## src/rtl/mips_pkg.sv

```systemverilog
// Shared MIPS definitions: opcodes, funct codes, ALU encodings, mux selects
// and the multicycle controller state type.
package mips_pkg;

  localparam logic [5:0] OP_RTYPE = 6'b000000;
  localparam logic [5:0] OP_LW    = 6'b100011;
  localparam logic [5:0] OP_SW    = 6'b101011;
  localparam logic [5:0] OP_BEQ   = 6'b000100;
  localparam logic [5:0] OP_ADDI  = 6'b001000;
  localparam logic [5:0] OP_J     = 6'b000010;

  localparam logic [5:0] FN_ADD = 6'b100000;
  localparam logic [5:0] FN_SUB = 6'b100010;
  localparam logic [5:0] FN_AND = 6'b100100;
  localparam logic [5:0] FN_OR  = 6'b100101;
  localparam logic [5:0] FN_SLT = 6'b101010;

  localparam logic [2:0] ALU_ADD = 3'b010;
  localparam logic [2:0] ALU_SUB = 3'b110;
  localparam logic [2:0] ALU_AND = 3'b000;
  localparam logic [2:0] ALU_OR  = 3'b001;
  localparam logic [2:0] ALU_SLT = 3'b111;

  localparam logic [1:0] SRCB_RT    = 2'b00;
  localparam logic [1:0] SRCB_FOUR  = 2'b01;
  localparam logic [1:0] SRCB_IMM   = 2'b10;
  localparam logic [1:0] SRCB_IMMSH = 2'b11;

  localparam logic [1:0] PC_ALU    = 2'b00;
  localparam logic [1:0] PC_ALUOUT = 2'b01;
  localparam logic [1:0] PC_JUMP   = 2'b10;

  typedef enum logic [3:0] {
    S_FETCH,
    S_DECODE,
    S_MEMADR,
    S_MEMRD,
    S_MEMWB,
    S_MEMWR,
    S_EXECUTE,
    S_ALUWB,
    S_BRANCH,
    S_ADDIEX,
    S_ADDIWB,
    S_JUMP
  } state_t;

  // States that hold a memory request until mem_ready or timeout.
  function automatic logic is_wait_state(state_t s);
    return (s == S_FETCH) || (s == S_MEMRD) || (s == S_MEMWR);
  endfunction

endpackage

```

## src/rtl/mc_controller_if.sv

```systemverilog
// Control bundle between the multicycle controller and its datapath/memory:
// instruction fields and status in, mux selects, enables and handshake out.
interface mc_controller_if;

  logic [5:0] op;
  logic [5:0] funct;
  logic       zero;
  logic       mem_ready;

  logic       mem_req;
  logic       memwrite;
  logic       iord;
  logic       irwrite;
  logic       pcen;
  logic       regwrite;
  logic       regdst;
  logic       memtoreg;
  logic       alusrca;
  logic [1:0] alusrcb;
  logic [1:0] pcsrc;
  logic [2:0] alucontrol;
  logic       illegal;
  logic       buserr;

  modport master (
    input  op, funct, zero, mem_ready,
    output mem_req, memwrite, iord, irwrite, pcen, regwrite, regdst, memtoreg,
           alusrca, alusrcb, pcsrc, alucontrol, illegal, buserr
  );

  modport slave (
    output op, funct, zero, mem_ready,
    input  mem_req, memwrite, iord, irwrite, pcen, regwrite, regdst, memtoreg,
           alusrca, alusrcb, pcsrc, alucontrol, illegal, buserr
  );

endinterface

```

## src/rtl/aludec.sv

```systemverilog
// R-type ALU decoder: maps funct to an ALU operation and flags funct codes
// the datapath does not implement.
module aludec
  import mips_pkg::*;
(
  input  logic [5:0] funct,
  output logic [2:0] alucontrol,
  output logic       valid
);

  // NOTE: every always_comb output gets a default first so no latch is inferred.
  always_comb begin
    valid      = 1'b1;
    alucontrol = ALU_ADD;
    case (funct)
      FN_ADD:  alucontrol = ALU_ADD;
      FN_SUB:  alucontrol = ALU_SUB;
      FN_AND:  alucontrol = ALU_AND;
      FN_OR:   alucontrol = ALU_OR;
      FN_SLT:  alucontrol = ALU_SLT;
      default: valid      = 1'b0;
    endcase
  end

endmodule

```

## src/rtl/mc_controller.sv

```systemverilog
// Multicycle MIPS control unit: Moore FSM sequencing the shared ALU/memory
// datapath, with a bounded wait on every memory access.
module mc_controller
  import mips_pkg::*;
#(
  parameter int TIMEOUT = 16
) (
  input  logic            clk,
  input  logic            reset,
  mc_controller_if.master bus
);

  localparam int CW = (TIMEOUT > 0) ? $clog2(TIMEOUT + 1) : 1;
  localparam logic [CW-1:0] CNT_LAST = CW'((TIMEOUT > 0) ? TIMEOUT - 1 : 0);

  state_t        state;
  logic [CW-1:0] wait_cnt;
  logic [2:0]    funct_alu;
  logic          funct_valid;
  logic          op_legal;
  logic          waiting;
  logic          timeout;
  logic          pcwrite;
  logic          branch;

  aludec u_aludec (
    .funct      (bus.funct),
    .alucontrol (funct_alu),
    .valid      (funct_valid)
  );

  always_comb begin
    case (bus.op)
      OP_RTYPE:                         op_legal = funct_valid;
      OP_LW, OP_SW, OP_BEQ, OP_ADDI, OP_J: op_legal = 1'b1;
      default:                          op_legal = 1'b0;
    endcase
  end

  // A wait cycle is one spent in a memory state without mem_ready; the
  // TIMEOUT-th such cycle aborts, unless mem_ready arrives in it.
  assign waiting = is_wait_state(state) && !bus.mem_ready;
  assign timeout = (TIMEOUT != 0) && waiting && (wait_cnt == CNT_LAST);

  // NOTE: state and counter use <= so every flop updates from pre-edge values.
  always_ff @(posedge clk) begin
    if (!reset) begin
      state    <= S_FETCH;
      wait_cnt <= '0;
    end else begin
      if (waiting && !timeout) wait_cnt <= wait_cnt + 1'b1;
      else                     wait_cnt <= '0;

      if (timeout) begin
        state <= S_FETCH;
      end else begin
        case (state)
          S_FETCH:  if (bus.mem_ready) state <= S_DECODE;
          S_DECODE: begin
            case (bus.op)
              OP_LW, OP_SW: state <= S_MEMADR;
              OP_RTYPE:     state <= funct_valid ? S_EXECUTE : S_FETCH;
              OP_BEQ:       state <= S_BRANCH;
              OP_ADDI:      state <= S_ADDIEX;
              OP_J:         state <= S_JUMP;
              default:      state <= S_FETCH;
            endcase
          end
          S_MEMADR: begin
            if      (bus.op == OP_LW) state <= S_MEMRD;
            else if (bus.op == OP_SW) state <= S_MEMWR;
            else                      state <= S_FETCH;
          end
          S_MEMRD:   if (bus.mem_ready) state <= S_MEMWB;
          S_MEMWR:   if (bus.mem_ready) state <= S_FETCH;
          S_EXECUTE: state <= S_ALUWB;
          S_ADDIEX:  state <= S_ADDIWB;
          default:   state <= S_FETCH;
        endcase
      end
    end
  end

  always_comb begin
    bus.mem_req    = 1'b0;
    bus.memwrite   = 1'b0;
    bus.iord       = 1'b0;
    bus.irwrite    = 1'b0;
    bus.regwrite   = 1'b0;
    bus.regdst     = 1'b0;
    bus.memtoreg   = 1'b0;
    bus.alusrca    = 1'b0;
    bus.alusrcb    = SRCB_RT;
    bus.pcsrc      = PC_ALU;
    bus.alucontrol = ALU_ADD;
    bus.illegal    = 1'b0;
    pcwrite        = 1'b0;
    branch         = 1'b0;

    case (state)
      S_FETCH: begin
        bus.mem_req = 1'b1;
        if (bus.mem_ready) begin
          bus.irwrite = 1'b1;
          pcwrite     = 1'b1;
          bus.alusrcb = SRCB_FOUR;
        end
      end
      S_DECODE: begin
        bus.alusrcb = SRCB_IMMSH;
        bus.illegal = !op_legal;
      end
      S_MEMADR: begin
        bus.alusrca = 1'b1;
        bus.alusrcb = SRCB_IMM;
      end
      S_MEMRD: begin
        bus.mem_req = 1'b1;
        bus.iord    = 1'b1;
      end
      S_MEMWB: begin
        bus.regwrite = 1'b1;
        bus.memtoreg = 1'b1;
      end
      S_MEMWR: begin
        bus.mem_req  = 1'b1;
        bus.memwrite = 1'b1;
        bus.iord     = 1'b1;
      end
      S_EXECUTE: begin
        bus.alusrca    = 1'b1;
        bus.alucontrol = funct_alu;
      end
      S_ALUWB: begin
        bus.regwrite = 1'b1;
        bus.regdst   = 1'b1;
      end
      S_BRANCH: begin
        bus.alusrca    = 1'b1;
        bus.alucontrol = ALU_SUB;
        bus.pcsrc      = PC_ALUOUT;
        branch         = 1'b1;
      end
      S_ADDIEX: begin
        bus.alusrca = 1'b1;
        bus.alusrcb = SRCB_IMM;
      end
      S_ADDIWB: bus.regwrite = 1'b1;
      S_JUMP: begin
        bus.pcsrc = PC_JUMP;
        pcwrite   = 1'b1;
      end
      default: ;
    endcase

    bus.buserr = timeout;
    bus.pcen   = pcwrite | (branch & bus.zero);

    // Side-effecting strobes are masked while reset is held, whatever state
    // the flops happen to hold before the first reset edge.
    if (!reset) begin
      bus.mem_req  = 1'b0;
      bus.memwrite = 1'b0;
      bus.irwrite  = 1'b0;
      bus.pcen     = 1'b0;
      bus.regwrite = 1'b0;
      bus.illegal  = 1'b0;
      bus.buserr   = 1'b0;
    end
  end

endmodule

```

## src/flat_wrapper.sv

```systemverilog
// flat-port wrapper written by rule: the top's interface ports become plain ports
module mc_controller_flat import mips_pkg::*;
#(
  parameter int TIMEOUT = 16
)
  (clk, reset, bus_op, bus_funct, bus_zero, bus_mem_ready, bus_mem_req, bus_memwrite, bus_iord, bus_irwrite, bus_pcen, bus_regwrite, bus_regdst, bus_memtoreg, bus_alusrca, bus_alusrcb, bus_pcsrc, bus_alucontrol, bus_illegal, bus_buserr);
  mc_controller_if bus_i ();
  input  logic clk;
  input  logic reset;
  input wire logic [$bits(bus_i.op)-1:0] bus_op;
  input wire logic [$bits(bus_i.funct)-1:0] bus_funct;
  input wire logic [$bits(bus_i.zero)-1:0] bus_zero;
  input wire logic [$bits(bus_i.mem_ready)-1:0] bus_mem_ready;
  output wire logic [$bits(bus_i.mem_req)-1:0] bus_mem_req;
  output wire logic [$bits(bus_i.memwrite)-1:0] bus_memwrite;
  output wire logic [$bits(bus_i.iord)-1:0] bus_iord;
  output wire logic [$bits(bus_i.irwrite)-1:0] bus_irwrite;
  output wire logic [$bits(bus_i.pcen)-1:0] bus_pcen;
  output wire logic [$bits(bus_i.regwrite)-1:0] bus_regwrite;
  output wire logic [$bits(bus_i.regdst)-1:0] bus_regdst;
  output wire logic [$bits(bus_i.memtoreg)-1:0] bus_memtoreg;
  output wire logic [$bits(bus_i.alusrca)-1:0] bus_alusrca;
  output wire logic [$bits(bus_i.alusrcb)-1:0] bus_alusrcb;
  output wire logic [$bits(bus_i.pcsrc)-1:0] bus_pcsrc;
  output wire logic [$bits(bus_i.alucontrol)-1:0] bus_alucontrol;
  output wire logic [$bits(bus_i.illegal)-1:0] bus_illegal;
  output wire logic [$bits(bus_i.buserr)-1:0] bus_buserr;
  assign bus_i.op = bus_op;
  assign bus_i.funct = bus_funct;
  assign bus_i.zero = bus_zero;
  assign bus_i.mem_ready = bus_mem_ready;
  assign bus_mem_req = bus_i.mem_req;
  assign bus_memwrite = bus_i.memwrite;
  assign bus_iord = bus_i.iord;
  assign bus_irwrite = bus_i.irwrite;
  assign bus_pcen = bus_i.pcen;
  assign bus_regwrite = bus_i.regwrite;
  assign bus_regdst = bus_i.regdst;
  assign bus_memtoreg = bus_i.memtoreg;
  assign bus_alusrca = bus_i.alusrca;
  assign bus_alusrcb = bus_i.alusrcb;
  assign bus_pcsrc = bus_i.pcsrc;
  assign bus_alucontrol = bus_i.alucontrol;
  assign bus_illegal = bus_i.illegal;
  assign bus_buserr = bus_i.buserr;
  mc_controller #(.TIMEOUT(TIMEOUT)) u_core (.clk(clk), .reset(reset), .bus(bus_i));
endmodule
```

## config.mk

```make
export PLATFORM = sky130hd
export DESIGN_NAME = mc_controller_flat
export DESIGN_NICKNAME = d
export VERILOG_FILES = /design/src/rtl/mips_pkg.sv /design/src/rtl/mc_controller_if.sv /design/src/rtl/aludec.sv /design/src/rtl/mc_controller.sv /design/src/flat_wrapper.sv
export SDC_FILE = /design/constraint.sdc
export NUM_CORES = 1
export LEC_CHECK = 0
export BUFFER_PORTS_ARGS = -buffer_cell sky130_fd_sc_hd__buf_2
export CAP_MARGIN = 15
export CORE_MARGIN = 5
export CORE_UTILIZATION = 43
export DETAILED_ROUTE_END_ITERATION = 16
export PLACE_DENSITY_LB_ADDON = 0.3
export SYNTH_ARGS = -nofsm -noshare
export SYNTH_HDL_FRONTEND = slang
export SYNTH_SLANG_ARGS = --single-unit
```

## constraint.sdc

```tcl
create_clock -name clk -period 1.59 [get_ports clk]
set_clock_uncertainty 0.05 [all_clocks]
set_input_delay 0.2385 -clock clk [delete_from_list [all_inputs] [get_ports clk]]
set_output_delay 0.2385 -clock clk [all_outputs]
set_load 0.005 [all_outputs]
```

## Word level (Yosys, flattened, before mapping)

Cells that the tools add are included.

- Add/sub/neg operators: 1
- Equal/unequal tests: 25
- Mux-type cells: 34
- Bitwise gates (word level): 3
- Reduce and logical (&&, ||, !) cells: 21

Operators with widths:

| kind | count |
|---|---|
| == test 6 bit (second input constant) | 7 |
| case mux 4 bit (7 select lines) | 1 |
| two-way mux 1 bit | 20 |
| case mux 4 bit (5 select lines) | 1 |
| == test 4 x 3 -> 1 bit (second input constant) | 4 |
| == test 4 bit (second input constant) | 4 |
| two-way mux 4 bit | 4 |
| case mux 3 bit (4 select lines) | 1 |
| OR reduction 5 bit | 2 |
| == test 4 x 2 -> 1 bit (second input constant) | 2 |
| OR reduction 2 bit | 4 |
| == test 6 x 2 -> 1 bit (second input constant) | 1 |
| == test 6 x 3 -> 1 bit (second input constant) | 1 |
| == test 6 x 4 -> 1 bit (second input constant) | 1 |
| logical NOT 6 bit | 1 |
| two-way mux 3 bit | 2 |
| != test 2 bit (second input constant) | 3 |
| case mux 2 bit (3 select lines) | 1 |
| case mux 3 bit (2 select lines) | 1 |
| OR reduction 3 bit | 2 |
| adder 5 x 1 -> 5 bit (second input constant) | 1 |
| == test 5 x 4 -> 1 bit (second input constant) | 1 |
| == test 4 x 1 -> 1 bit (second input constant) | 1 |
| logical NOT 4 bit | 1 |
| other kinds (11) | 17 |

- Register bits after elaboration: 9
- Bits of input ports: 16
- Output and inout bits: 18

## Logic depth before layout (Yosys ltp)

- Word-level depth: 8
- Mapped depth: 7
- Mapped depth without buffers: 6

## Modules after synthesis

From an unflattened synthesis, not the netlist that was laid out.

- Cell total of the unflattened synthesis: 120
- Area total of the unflattened synthesis: 884.6 sq um

By module, submodules not included:

| module | times used | cells each | area an instance (sq um) | sequential area each (sq um) |
|---|---|---|---|---|
| mc_controller | 1 | 111 | 798.3 | 180.2 |
| aludec | 1 | 9 | 86.3 | 0.0 |

## Least setup slack after synthesis

Ideal clock, no wire load.

- Path kind: input to register
- Start point: input port bus_op[1]
- End point: register u_core.state[2]
- Library setup time: 88 ps
- Arrival: 1,580 ps
- Data required time: 1,452 ps
- Slack: -129 ps
- Stages on the path: 6
- Buffers on the path: 1
- Path through: buf_6 -> or4_4 -> a211oi_2 -> nand4_1 -> a21boi_1 -> o32ai_2

- Cells in the longest elaborated chain, start to end: 4

Ends and longest elaborated chain:

| item | line | source |
|---|---|---|
| from (decl) | flat_wrapper.sv:10 | `input wire logic [$bits(bus_i.op)-1:0] bus_op;` |
| == test 6 bit (on tied branches) | mc_controller.sv:60, mc_controller.sv:71, mc_controller.sv:70 |  |
| OR reduction 2 bit or two-way mux 3 bit (tied branches) | mc_controller.sv:60, mc_controller.sv:71 |  |
| case mux 4 bit (5 select lines) or two-way mux 4 bit (tied branches) | mc_controller.sv:60, mc_controller.sv:70 |  |
| case mux 4 bit (7 select lines) (*) | mc_controller.sv:57 | `case (state)` |
| to (signal assigned) | mc_controller.sv:62 | `OP_RTYPE: state <= funct_valid ? S_EXECUTE : S_FETCH;` |
| to (decl) | mc_controller.sv:16 | `state_t state;` |

Every way passes the cells marked *; elsewhere a longest branch is shown, timed or not.
A chain may end at the register's enable or synchronous reset.

## Worst setup path in the final report

- Start point: register u_core.state[0]
- End point: output port bus_buserr

- Cells in the longest elaborated chain, start to end: 6

Ends and longest elaborated chain:

| item | line | source |
|---|---|---|
| == test 4 x 2 -> 1 bit or logical NOT 4 bit (tied branches) | mips_pkg.sv:50 | `return (s == S_FETCH) \|\| (s == S_MEMRD) \|\| (s == S_MEMWR);` |
| logical OR 1 bit | mips_pkg.sv:50 |  |
| logical OR 1 bit (*) | mips_pkg.sv:50 |  |
| logical AND 1 bit (*) | mc_controller.sv:42 | `assign waiting = is_wait_state(state) && !bus.mem_ready;` |
| logical AND 1 bit (*) | mc_controller.sv:43 | `assign timeout = (TIMEOUT != 0) && waiting && (wait_cnt == CNT_LAST);` |
| two-way mux 1 bit (*) | mc_controller.sv:161 | `if (!reset) begin` |
| to (decl) | flat_wrapper.sv:27 | `output wire logic [$bits(bus_i.buserr)-1:0] bus_buserr;` |

Marks and branches as above.

==> metrics.md <==
| Metric | Value |
|---|---|
| Outcome | complete, but fails checks |
| Failing checks | negative setup slack |
| Mapped Avg Cell Area | just under 7 sq um |
| PwrDens | around 460 nW/um^2 |
| First-pass GRT wire length | roughly 4400 um |
| Layout cell share with drive strength beyond 1 | 0.511 |
| Largest net degree at the start of global routing | 10 |
| Synth Area in Simple Gates | 0.393 |
| Final min period | ~1.8 ns |
| Static leakage | between 0.6 and 0.7 nW |
| Synth area leaders | dfxtp_1, nor2_1, nand2_1 |
| Logic pwr share | 0.383 |
| Area share of the largest cell type after synthesis | 0.199 |
| Mapped Nets | 150 |
| Max_cap viols | 0 |
| Fmax | 565 MHz |
| CP max stage delay | roughly 0.34 ns |
| Post-DR vias/cell | approximately 5.4 |
| Final ANT Viol Nets | 0 |
| Critical-path cell list | xor2_1, mux2_4, nor3_4, and3_1, buf_2 |
| Synth async-reset ratio | 0 |
| Clock latency on the worst-skew pair | ~0.26 ns |
| Num rows | 16 |
| Seq/Total Area, Yosys | 0.199 |
| Final setup viols | 8 |
| Multi-input gate area | ~770 sq um |
| Largest area contributor in the netlist | dfxtp_1 |
| Worst min path class | primary input to register |
| Clock root buffer master | clkbuf_4 |
| CP Class | register to primary output |
| Critical Path Source Type | register |
| Fillers | roughly 150 |
| VDD IR max | about 550 uV |
| Slew of the pin with the lowest slew margin | between 0.2 and 0.3 ns |
| Synth Area in Adders | 0.0277 |
| Clk pwr share | 0.257 |
| Final WS setup | -0.181 ns |
| Gr usage total | 0.167 |
| Register Area | about 190 sq um |
| Detailed placement HPWL | roughly 2000 um |
| R2R cell count | 7 |
| Drt total wl | around 2800 um |
| CTS H-tree depth | 1 |
| Number of synthesized register bits | 9 |
| Int Pwr | between 0.4 and 0.5 mW |
| Slew margin rel. | 0.806 |
| Fin Setup TNS | -0.552 ns |
| Xor and xnor area share after synthesis | 0.0484 |
| Synth-to-Final Area Change | 58.0% |
| ANT cells | 0 |
| CTS clk-pin slew, worst paths | 0.06 ns |
| Number of global-route vias before repair | approximately 1,100 |
| Ys Warns | 0 |
| Pre-Repair DR Iteration Count | 4 |
| R2r endpoint | u_core.state[1]$_SDFFE_PP0P_ |
| Post-synth cell types | 44 |
| CTS max path bufs | 2 |
| Initial Utilization | 0.456 |
| Post-synthesis compound-gate area fraction | 0.246 |
| HP Start | reset |
| Total power | between 0.6 and 0.7 mW |
| Via count | 1,156 |
| Period utilisation layout | 1.11 |
| Hold Vio Cnt, Final | 0 |
| Data arrival, critical path | roughly 1.5 ns |
| Buffers on Ports | 33 |
| Die W | ~56 um |
| Req. time, crit path | between 1 and 1.5 ns |
| CORE AREA | between 1500 and 2000 sq um |
| Largest family of logic cells by synthesized area | simple AND/OR/NAND/NOR gates |
| Placer Congestion | 0.823 |
| TritonCTS clock tree | done |
| Hold Crit Endpoint | u_core.state[3]$_SDFFE_PP0P_ |
| Switching fraction of total power | 0.325 |
| Wire per inst | approximately 13 um |
| Unrepaired setup endpoints after global routing | yes |
| Setup slack, reg-to-reg | about 0.08 ns |
| Vertical die dimension | ~56 um |
| Endpoint type of the worst setup path | primary output |
| Top FF cell, synth | dfxtp_1 |
| Min-Delay Path Depth | 3 |
| Cts bufs inserted | 3 |
| Cells after Synth | 132 |
| Critical Path Fanout Max | 4 |
| Post-synth EDFFs | 0 |
| Switching power | 0.215 mW |
| Fin nets | around 210 |
| Remaining DRCs | 0 |
| Crit-path slowest cell | dfxtp_2 |
| Mapped cell area | between 900 and 1000 sq um |
| Worst R2R Start | u_core.state[1]$_SDFFE_PP0P_ |
| Multiplexer share of the synthesized area | 0.0124 |
| Flop pwr share | 0.360 |
| DIE AREA | between 3000 and 4000 sq um |
| Final Max Slew Viols | 0 |
| GRT overflow | 0 |
| Detailed Route Iter0 Violations | 15 |
| Cts hold-fix bufs | 0 |
| Initial antenna violation count | 0 |
| Num ports | 34 |
| CTS Sinks | 9 |
power groups by stage:
stage	Clock (mW)	Combinational [mW]	Sequential [mW]
final	0.170	0.254	0.238
after global routing	0.196	0.277	0.239
after CTS	0.178	0.224	0.238
after detailed placement	0	0.211	0.243
after global placement	0	0.207	0.243
after floorplan	0	0.122	0.239
placed cells by master, fill, tap and decap left out, drive strengths merged, types with 2 or more instances in the layout:
| cell | netlist | layout |
|---|---|---|
| xor2 | 4 | 4 |
| a21oi | 7 | 7 |
| ha | 2 | 2 |
| nor4 | 2 | 2 |
| dfxtp | 9 | 9 |
| nor2 | 21 | 21 |
| o32ai | 2 | 2 |
| a21boi | 2 | 2 |
| clkbuf | 4 | 4 |
| nand2 | 16 | 16 |
| nor3 | 9 | 9 |
| a31oi | 2 | 2 |
| buf | 4 | 58 |
| o21ai | 4 | 4 |
| a22oi | 2 | 2 |
| nor2b | 2 | 2 |
| nand2b | 7 | 7 |
| inv | 7 | 7 |
| nand3 | 5 | 5 |
| and3 | 4 | 4 |
metrics by stage:
| step | worst slack [ns] | cell area (sq um) | utilization | hold WS [ns] | cells |
|---|---|---|---|---|---|
| 3_5_place_dp | -0.106 | 1190 | 0.602 | 0.393 | 200 |
| 2_1_floorplan | 0.00442 | 920 | - | 0.344 | 132 |
| 4_1_cts | -0.189 | 1300 | 0.656 | 0.264 | 208 |
| 5_1_grt | -0.257 | 1430 | 0.721 | 0.288 | 213 |
| 3_3_place_gp | -0.0877 | 1190 | 0.602 | 0.380 | 200 |
| 6_report | -0.181 | 1430 | 0.721 | 0.280 | 213 |
logic make-up after synthesis:
logic type               count (synthesis)
multiplexers                             1
XOR/XNOR                                 5
adder cells (fa/ha/maj)                  2
AND/OR/NAND/NOR                         72
buffers and inverters                   15
flip-flops                               9
AO/OA/AOI/OAI                           28
per-layer routing:
metal	vias to the layer above	wire length, um	global-route usage
li1	578	-	-
met1	542	1090	0.175
met2	34	1540	0.328
met3	2	163	0.0557
met5	-	0	0
met4	0	6	0.0203
Yosys cell counts (3+ instances only):
master and n:
nor2_1 20, nand2_1 16, dfxtp_1 9, nor3_1 9, a21oi_1 7, nand2b_1 7, inv_1 6, nand3_1 5
clkbuf_1 4, xor2_1 4, and3_1 3, o21ai_0 3
layout make-up:
class | count | share of cell area
Multi-Input combinational cell | 108 | 0.542
Timing Repair Buffer | 58 | 0.264
Inverter | 7 | 0.0201
Tap cell | 27 | 0.0236
Sequential cell | 9 | 0.131
Clock buffer | 4 | 0.0184
critical path, delay by kind of cell (launching register included):
| kind | cells | cell delay (ns) |
|---|---|---|
| DFF | 1 | 0.34 |
| xor gates and xnor gates | 1 | 0.17 |
| muxes | 1 | 0.29 |
| and+or+nand+nor | 2 | 0.32 |
| buffers and inverters | 1 | 0.11 |
registers in the layout (all words and copies together) (netlist names):
register / flops
u_core.wait_cnt: 5
u_core.state: 4
worst max path at each step:
stage,to,slack (ns),start,cells past startpoint
2_1_floorplan,u_core.state[2]$_SDFFE_PP0P_,0.004,bus_op[3],6
3_3_place_gp,u_core.state[2]$_SDFFE_PP0P_,-0.09,bus_op[5],6
3_5_place_dp,u_core.state[2]$_SDFFE_PP0P_,-0.11,bus_op[5],6
4_1_cts,bus_buserr,-0.19,u_core.state[0]$_SDFFE_PP0P_,5
5_1_grt,bus_buserr,-0.26,u_core.state[0]$_SDFFE_PP0P_,5
6_report,bus_buserr,-0.18,u_core.state[0]$_SDFFE_PP0P_,5
repair_timing:
| action | 4_1_cts | 5_1_grt |
|---|---|---|
| endpoints found under the hold margin | 0 | 0 |
| endpoints found under the setup margin | 14 | 15 |
| pin swaps | 3 | 6 |
| setup buffers | 4 | 5 |
| gates resized for setup | 17 | 19 |
(Power assumes the default switching activity.)
